## config.mk

```make
export PLATFORM = sky130hd
export DESIGN_NAME = vend_change_payout_ctrl
export DESIGN_NICKNAME = d
export VERILOG_FILES = /design/src/rtl/vend_change_payout_ctrl.sv
export SDC_FILE = /design/constraint.sdc
export NUM_CORES = 1
export LEC_CHECK = 0
export CAP_MARGIN = 25
export CORE_UTILIZATION = 45
export DETAILED_ROUTE_END_ITERATION = 12
export PLACE_DENSITY = 0.72
export SKIP_CTS_REPAIR_TIMING = 1
export SYNTH_ARGS = -nofsm -noshare
export SYNTH_HDL_FRONTEND = slang
export SYNTH_SLANG_ARGS = --single-unit
export TNS_END_PERCENT = 1
```

## constraint.sdc

```tcl
create_clock -name clk -period 2.7 [get_ports clk]
set_input_delay 0.54 -clock clk [delete_from_list [all_inputs] [get_ports clk]]
set_output_delay 0.54 -clock clk [all_outputs]
set_load 0.02 [all_outputs]
```

## src/rtl/vend_change_payout_ctrl.sv

```systemverilog
// vend_change_payout_ctrl
// Pays out a change amount as single coins from a 10-unit and a 5-unit hopper.
// Payout is greedy (tens first). After each eject pulse the controller waits for
// the hopper acknowledge before it decides on the next coin. It also tracks the
// coin inventory of both hoppers.
//
// Ports
//   clk, rst_n                 clock, asynchronous active-low reset
//   req_valid/req_amount       change request; accepted when req_ready is high
//   req_ready                  high only while idle
//   refill_valid/_ten/_five    inventory refill, applied only while idle (saturating)
//   hop_ten/hop_five           one-cycle eject pulses to the hoppers
//   hop_ack                    hopper confirms a coin left
//   busy                       high whenever a payout is in progress
//   done/err_short             one-cycle completion / abort pulses
//   residual                   amount still owed, held until the next accept
//   ten_count/five_count       current inventory
//   low_change                 either inventory below LOW_TH
module vend_change_payout_ctrl #(
  parameter int AMT_W     = 6,
  parameter int CNT_W     = 8,
  parameter int INIT_TEN  = 20,
  parameter int INIT_FIVE = 20,
  parameter int LOW_TH    = 4,
  parameter int TIMEOUT   = 16
) (
  input  logic             clk,
  input  logic             rst_n,
  input  logic             req_valid,
  input  logic [AMT_W-1:0] req_amount,
  output logic             req_ready,
  input  logic             refill_valid,
  input  logic [CNT_W-1:0] refill_ten,
  input  logic [CNT_W-1:0] refill_five,
  output logic             hop_ten,
  output logic             hop_five,
  input  logic             hop_ack,
  output logic             busy,
  output logic             done,
  output logic             err_short,
  output logic [AMT_W-1:0] residual,
  output logic [CNT_W-1:0] ten_count,
  output logic [CNT_W-1:0] five_count,
  output logic             low_change
);

  typedef enum logic [2:0] {
    S_IDLE   = 3'd0,
    S_SEL    = 3'd1,
    S_PAY10  = 3'd2,
    S_WAIT10 = 3'd3,
    S_PAY5   = 3'd4,
    S_WAIT5  = 3'd5,
    S_DONE   = 3'd6,
    S_ERR    = 3'd7
  } state_t;

  localparam int TMO_W = $clog2(TIMEOUT + 1);
  // The pulse cycle counts as the first cycle of the window, so the fault is
  // raised exactly TIMEOUT cycles after the eject pulse.
  localparam logic [TMO_W-1:0] TMO_LAST      = TMO_W'(TIMEOUT - 2);
  localparam logic [TMO_W-1:0] TMO_ONE       = TMO_W'(1);
  localparam logic [AMT_W-1:0] AMT_TEN       = AMT_W'(10);
  localparam logic [AMT_W-1:0] AMT_FIVE      = AMT_W'(5);
  localparam logic [CNT_W-1:0] CNT_ONE       = CNT_W'(1);
  localparam logic [CNT_W-1:0] CNT_LOW       = CNT_W'(LOW_TH);
  localparam logic [CNT_W-1:0] CNT_INIT_TEN  = CNT_W'(INIT_TEN);
  localparam logic [CNT_W-1:0] CNT_INIT_FIVE = CNT_W'(INIT_FIVE);
  localparam logic             LOW_INIT      = (INIT_TEN < LOW_TH) || (INIT_FIVE < LOW_TH);

  // Saturating inventory addition.
  function automatic logic [CNT_W-1:0] sat_add(input logic [CNT_W-1:0] a,
                                               input logic [CNT_W-1:0] b);
    logic [CNT_W:0] sum;
    sum = {1'b0, a} + {1'b0, b};
    if (sum[CNT_W]) begin
      sat_add = {CNT_W{1'b1}};
    end else begin
      sat_add = sum[CNT_W-1:0];
    end
  endfunction

  state_t           state_r, state_nxt_s;
  logic [AMT_W-1:0] residual_r, residual_nxt_s;
  logic [CNT_W-1:0] ten_r, ten_nxt_s;
  logic [CNT_W-1:0] five_r, five_nxt_s;
  logic [TMO_W-1:0] tmo_r, tmo_nxt_s;
  logic             hop_ten_r, hop_five_r, done_r, err_r;
  logic             busy_r, ready_r, low_r;

  // Next-state, residual, inventory and timeout computation.
  always_comb begin
    state_nxt_s    = state_r;
    residual_nxt_s = residual_r;
    ten_nxt_s      = ten_r;
    five_nxt_s     = five_r;
    tmo_nxt_s      = tmo_r;
    case (state_r)
      S_IDLE: begin
        // Refill lands in the same edge as an accept, so SEL sees the new counts.
        if (refill_valid) begin
          ten_nxt_s  = sat_add(ten_r, refill_ten);
          five_nxt_s = sat_add(five_r, refill_five);
        end else begin
          ten_nxt_s  = ten_r;
          five_nxt_s = five_r;
        end
        if (req_valid) begin
          residual_nxt_s = req_amount;
          state_nxt_s    = S_SEL;
        end else begin
          state_nxt_s = S_IDLE;
        end
      end
      S_SEL: begin
        if (residual_r == {AMT_W{1'b0}}) begin
          state_nxt_s = S_DONE;
        end else if ((residual_r >= AMT_TEN) && (ten_r != {CNT_W{1'b0}})) begin
          state_nxt_s = S_PAY10;
        end else if ((residual_r >= AMT_FIVE) && (five_r != {CNT_W{1'b0}})) begin
          state_nxt_s = S_PAY5;
        end else begin
          state_nxt_s = S_ERR;
        end
      end
      S_PAY10: begin
        tmo_nxt_s   = {TMO_W{1'b0}};
        state_nxt_s = S_WAIT10;
      end
      S_PAY5: begin
        tmo_nxt_s   = {TMO_W{1'b0}};
        state_nxt_s = S_WAIT5;
      end
      S_WAIT10: begin
        if (hop_ack) begin
          residual_nxt_s = residual_r - AMT_TEN;
          ten_nxt_s      = ten_r - CNT_ONE;
          state_nxt_s    = S_SEL;
        end else if (tmo_r == TMO_LAST) begin
          state_nxt_s = S_ERR;
        end else begin
          tmo_nxt_s = tmo_r + TMO_ONE;
        end
      end
      S_WAIT5: begin
        if (hop_ack) begin
          residual_nxt_s = residual_r - AMT_FIVE;
          five_nxt_s     = five_r - CNT_ONE;
          state_nxt_s    = S_SEL;
        end else if (tmo_r == TMO_LAST) begin
          state_nxt_s = S_ERR;
        end else begin
          tmo_nxt_s = tmo_r + TMO_ONE;
        end
      end
      S_DONE:  state_nxt_s = S_IDLE;
      S_ERR:   state_nxt_s = S_IDLE;
      default: state_nxt_s = S_IDLE;
    endcase
  end

  // State, datapath and registered outputs (decoded from the next state).
  always_ff @(posedge clk or negedge rst_n) begin
    if (!rst_n) begin
      state_r    <= S_IDLE;
      residual_r <= {AMT_W{1'b0}};
      ten_r      <= CNT_INIT_TEN;
      five_r     <= CNT_INIT_FIVE;
      tmo_r      <= {TMO_W{1'b0}};
      hop_ten_r  <= 1'b0;
      hop_five_r <= 1'b0;
      done_r     <= 1'b0;
      err_r      <= 1'b0;
      busy_r     <= 1'b0;
      ready_r    <= 1'b1;
      low_r      <= LOW_INIT;
    end else begin
      state_r    <= state_nxt_s;
      residual_r <= residual_nxt_s;
      ten_r      <= ten_nxt_s;
      five_r     <= five_nxt_s;
      tmo_r      <= tmo_nxt_s;
      hop_ten_r  <= (state_nxt_s == S_PAY10);
      hop_five_r <= (state_nxt_s == S_PAY5);
      done_r     <= (state_nxt_s == S_DONE);
      err_r      <= (state_nxt_s == S_ERR);
      busy_r     <= (state_nxt_s != S_IDLE);
      ready_r    <= (state_nxt_s == S_IDLE);
      low_r      <= (ten_nxt_s < CNT_LOW) || (five_nxt_s < CNT_LOW);
    end
  end

  assign req_ready  = ready_r;
  assign hop_ten    = hop_ten_r;
  assign hop_five   = hop_five_r;
  assign busy       = busy_r;
  assign done       = done_r;
  assign err_short  = err_r;
  assign residual   = residual_r;
  assign ten_count  = ten_r;
  assign five_count = five_r;
  assign low_change = low_r;

endmodule

```

==> impl_results.md <==
- Status: finished, violations left
- Violated checks: setup timing
- Post-Syn Area: 0.003277 mm^2
- IO buf count: 55
- Routability cong.: 0.9021
- Yosys top cell area share: 24.44%
- Setup violations, final: 1
- Total CTS buffers: 5
- Syn nets: ~450
- Critical path launch point type: flop
- Vert. Die Dim: a little under 90 um
- GR Overflow Total: 0
- WL met1: 4.148 mm
- Antenna viol nets, final: 0
- Maximum vdd drop: between 600 and 700 uV
- Slew Viols, Final: 0
- Minimum clock period: ~2.7 ns
- Main synth FF type: dfrtp_1
- Clock Latency Late Sink: 0.29 ns
- Post-Place Cells: 577
- Most frequent cells in the layout: buf_4 (52), clkdlybuf4s50_1 (48), nor2_1 (33)
- Internal reg-to-reg setup slack: -0.03 ns
- Setup total negative slack: -0.03142 ns
- 1st-pass router iterations: 4
- H-tree Lvls: 2
- Crit end category: flop
- Syn-to-layout area delta: 41.35%
- Slew headroom: 41.89%
- Fin util: 67.07%
- Post-Synthesis Cells: 390
- Remaining DRCs: 0
- Die X: ~87 um
- Ranking of synthesized cells by area: dfrtp_1 (24%), ha_1 (11%), dfstp_2 (4.0%)
- First-pass GRT wire length: 15.06 mm
- Number of diodes: 0
- # IOs: 56
- Post-synth ARST share: 100.0%
- Die ar.: 0.007627 mm^2
- Routed WL: 9.319 mm
- Met2 wire length: 4.626 mm
- Setup slack after layout: -0.03142 ns
- Reg-to-Reg Start: five_count[0]$_DFFE_PN0P_
- Final hold vios: 0
- Layout Cells excl Fill: 588
- Global router's overall resource usage: 24.40%
- DR iter-0 viols: roughly 200
- Clk sinks: 37
- CTS root buf: clkbuf_8
- Post-synth EDFFs: 0
- Smallest hold slack: between 0.3 and 0.4 ns
- Fmax: 366.1 MHz
- Max-cap violation count: 0
- Dpl hpwl: 6.774 mm
- Detail Route met3 WL: 407 um
- Clock-pin slew on the worst setup and hold paths: 0.08 ns
- Worst EP arrival: 2.93 ns
- Yosys top cell by area: dfrtp_1
- Worst Skew: between 0.009 and 0.01 ns
- CTS tree: done
- Pwr dens: between 1000 and 1500 mW/mm^2
- Via density: a little under 6
- Vias in the first global route: 3311
- Crit-path max FO: 3
- Initial Util: 47.45%
- Highest routed layer: met4
- Max Root-Sink Buffers: 2
- Netlist cell types: 67
- WS Path Type: flop to flop
- Nets: 548
- Synthesized area per cell: 8.402 um^2
- Largest net degree at the start of global routing: 38
- DR WL/cell: about 16 um
- Rows: 30
- Number of antenna violations at the first check in global routing: 0
- Layout cells sized above 1: 22.76%
- Required time of the critical path: 2.90 ns
- Core Region: 0.006907 mm^2
- Final Cycle Share: 101.2%
- Crit. Startpoint: five_count[0]$_DFFE_PN0P_
- Commonest non-fill, non-tap cell in the layout: buf_4
- Post-synthesis sequential area ratio: between 20% and 30%
- Worst min-delay path class: input port to async pin
- Yosys reg bits: 37
- Leak pwr: 1.992 nW
- Syn. warnings: 0
- Actual slew at the worst max-slew pin: about 0.87 ns
- DR vias: 3439
[per-layer routing]
layer	GRT usage [%]	vias to the layer above
met5	0	-
met4	5.961	0
met3	3.223	14
met2	42.61	107
met1	31.80	1649
li1	-	1669
[worst max-delay path: stages (launching register included)]
cell	delay (ns)
dfrtp_1	0.39
ha_2	0.20
fa_2	0.39
a21oi_4	0.23
nor2_4	0.07
nor4_4	0.17
o311ai_1	0.18
a31o_1	0.25
or4b_4	0.53
o31ai_4	0.21
[per-stage QoR]
step / area, um^2 / power (mW) / setup WS (ns)
6_report: 4632 / 5.661 / -0.03142
5_1_grt: 4632 / 6.111 / -0.08929
4_1_cts: 4379 / 5.274 / -0.2617
3_5_place_dp: 4259 / 4.731 / -0.5555
3_3_place_gp: 4259 / 4.642 / -0.4926
2_1_floorplan: 3283 / 3.334 / 0.01254
[synth_stat cells, types with 4 or more instances]
cell and number:
dfstp_2 5, o221ai_1 4, ha_1 28, nand4_1 4
o31ai_1 5, nor2_1 35, or2_2 4, o21ai_0 23
nor3b_1 4, nor2b_1 8, inv_1 23, a31oi_1 8
clkbuf_1 7, a21o_1 5, o211ai_1 9, a21oi_1 19
buf_2 4, nand3_1 14, or3_1 4, xnor2_1 7
nor3_1 12, mux2_2 5, nor4_1 8, nand2b_1 7
a22o_1 4, dfrtp_1 32, o22ai_1 8, nand2_1 29
xor2_1 5
[sequential cells by signal (all words and copies together), names as in the netlist, 3 cells and up]
register	count
ten_count	8
state_r	3
residual	6
five_count	8
tmo_r	5
[report_power, final]
part,total [mW],switching [mW],internal (mW)
registers,1.17,0.352,0.814
logic,3.98,2.09,1.89
clock network,0.512,0.211,0.301
total,5.66,2.66,3.00
[layout make-up]
class	count	area, um^2
multi-input cells	316	2411
fillers	570	2275
repair buffers	108	962.2
flip-flops and latches	37	932.1
well taps	96	120.1
inverters	23	86.33
clock buffers	6	82.58
clock inverters	2	37.54
[path summary, 6_finish.rpt]
check / to / depth (start not counted)
max in group asynchronous: ten_count[5]$_DFF_PN0_ / 1
setup reg to reg: low_change$_DFF_PN0_ / 9
setup / recovery: low_change$_DFF_PN0_ / 9
min in group clk: tmo_r[0]$_DFFE_PN0P_ / 1
hold / removal: residual[3]$_DFFE_PN0P_ / 1
hold reg to reg: tmo_r[0]$_DFFE_PN0P_ / 1
[cells by family (layout without fill, tap and decap cells)]
group                      count (synthesis)  in the layout  share of synthesized area [%]
buffers and inverters                     37            139                          4.620
muxes                                      8              8                          2.635
and+or+nand+nor                          147            147                          23.90
AOI/OAI and AO/OA                        119            119                          25.28
xor gates and xnor gates                  12             12                          3.207
DFF                                       37             37                          28.45
adders and majority gates                 30             30                          11.91
Power figures use the tool's default switching activity.
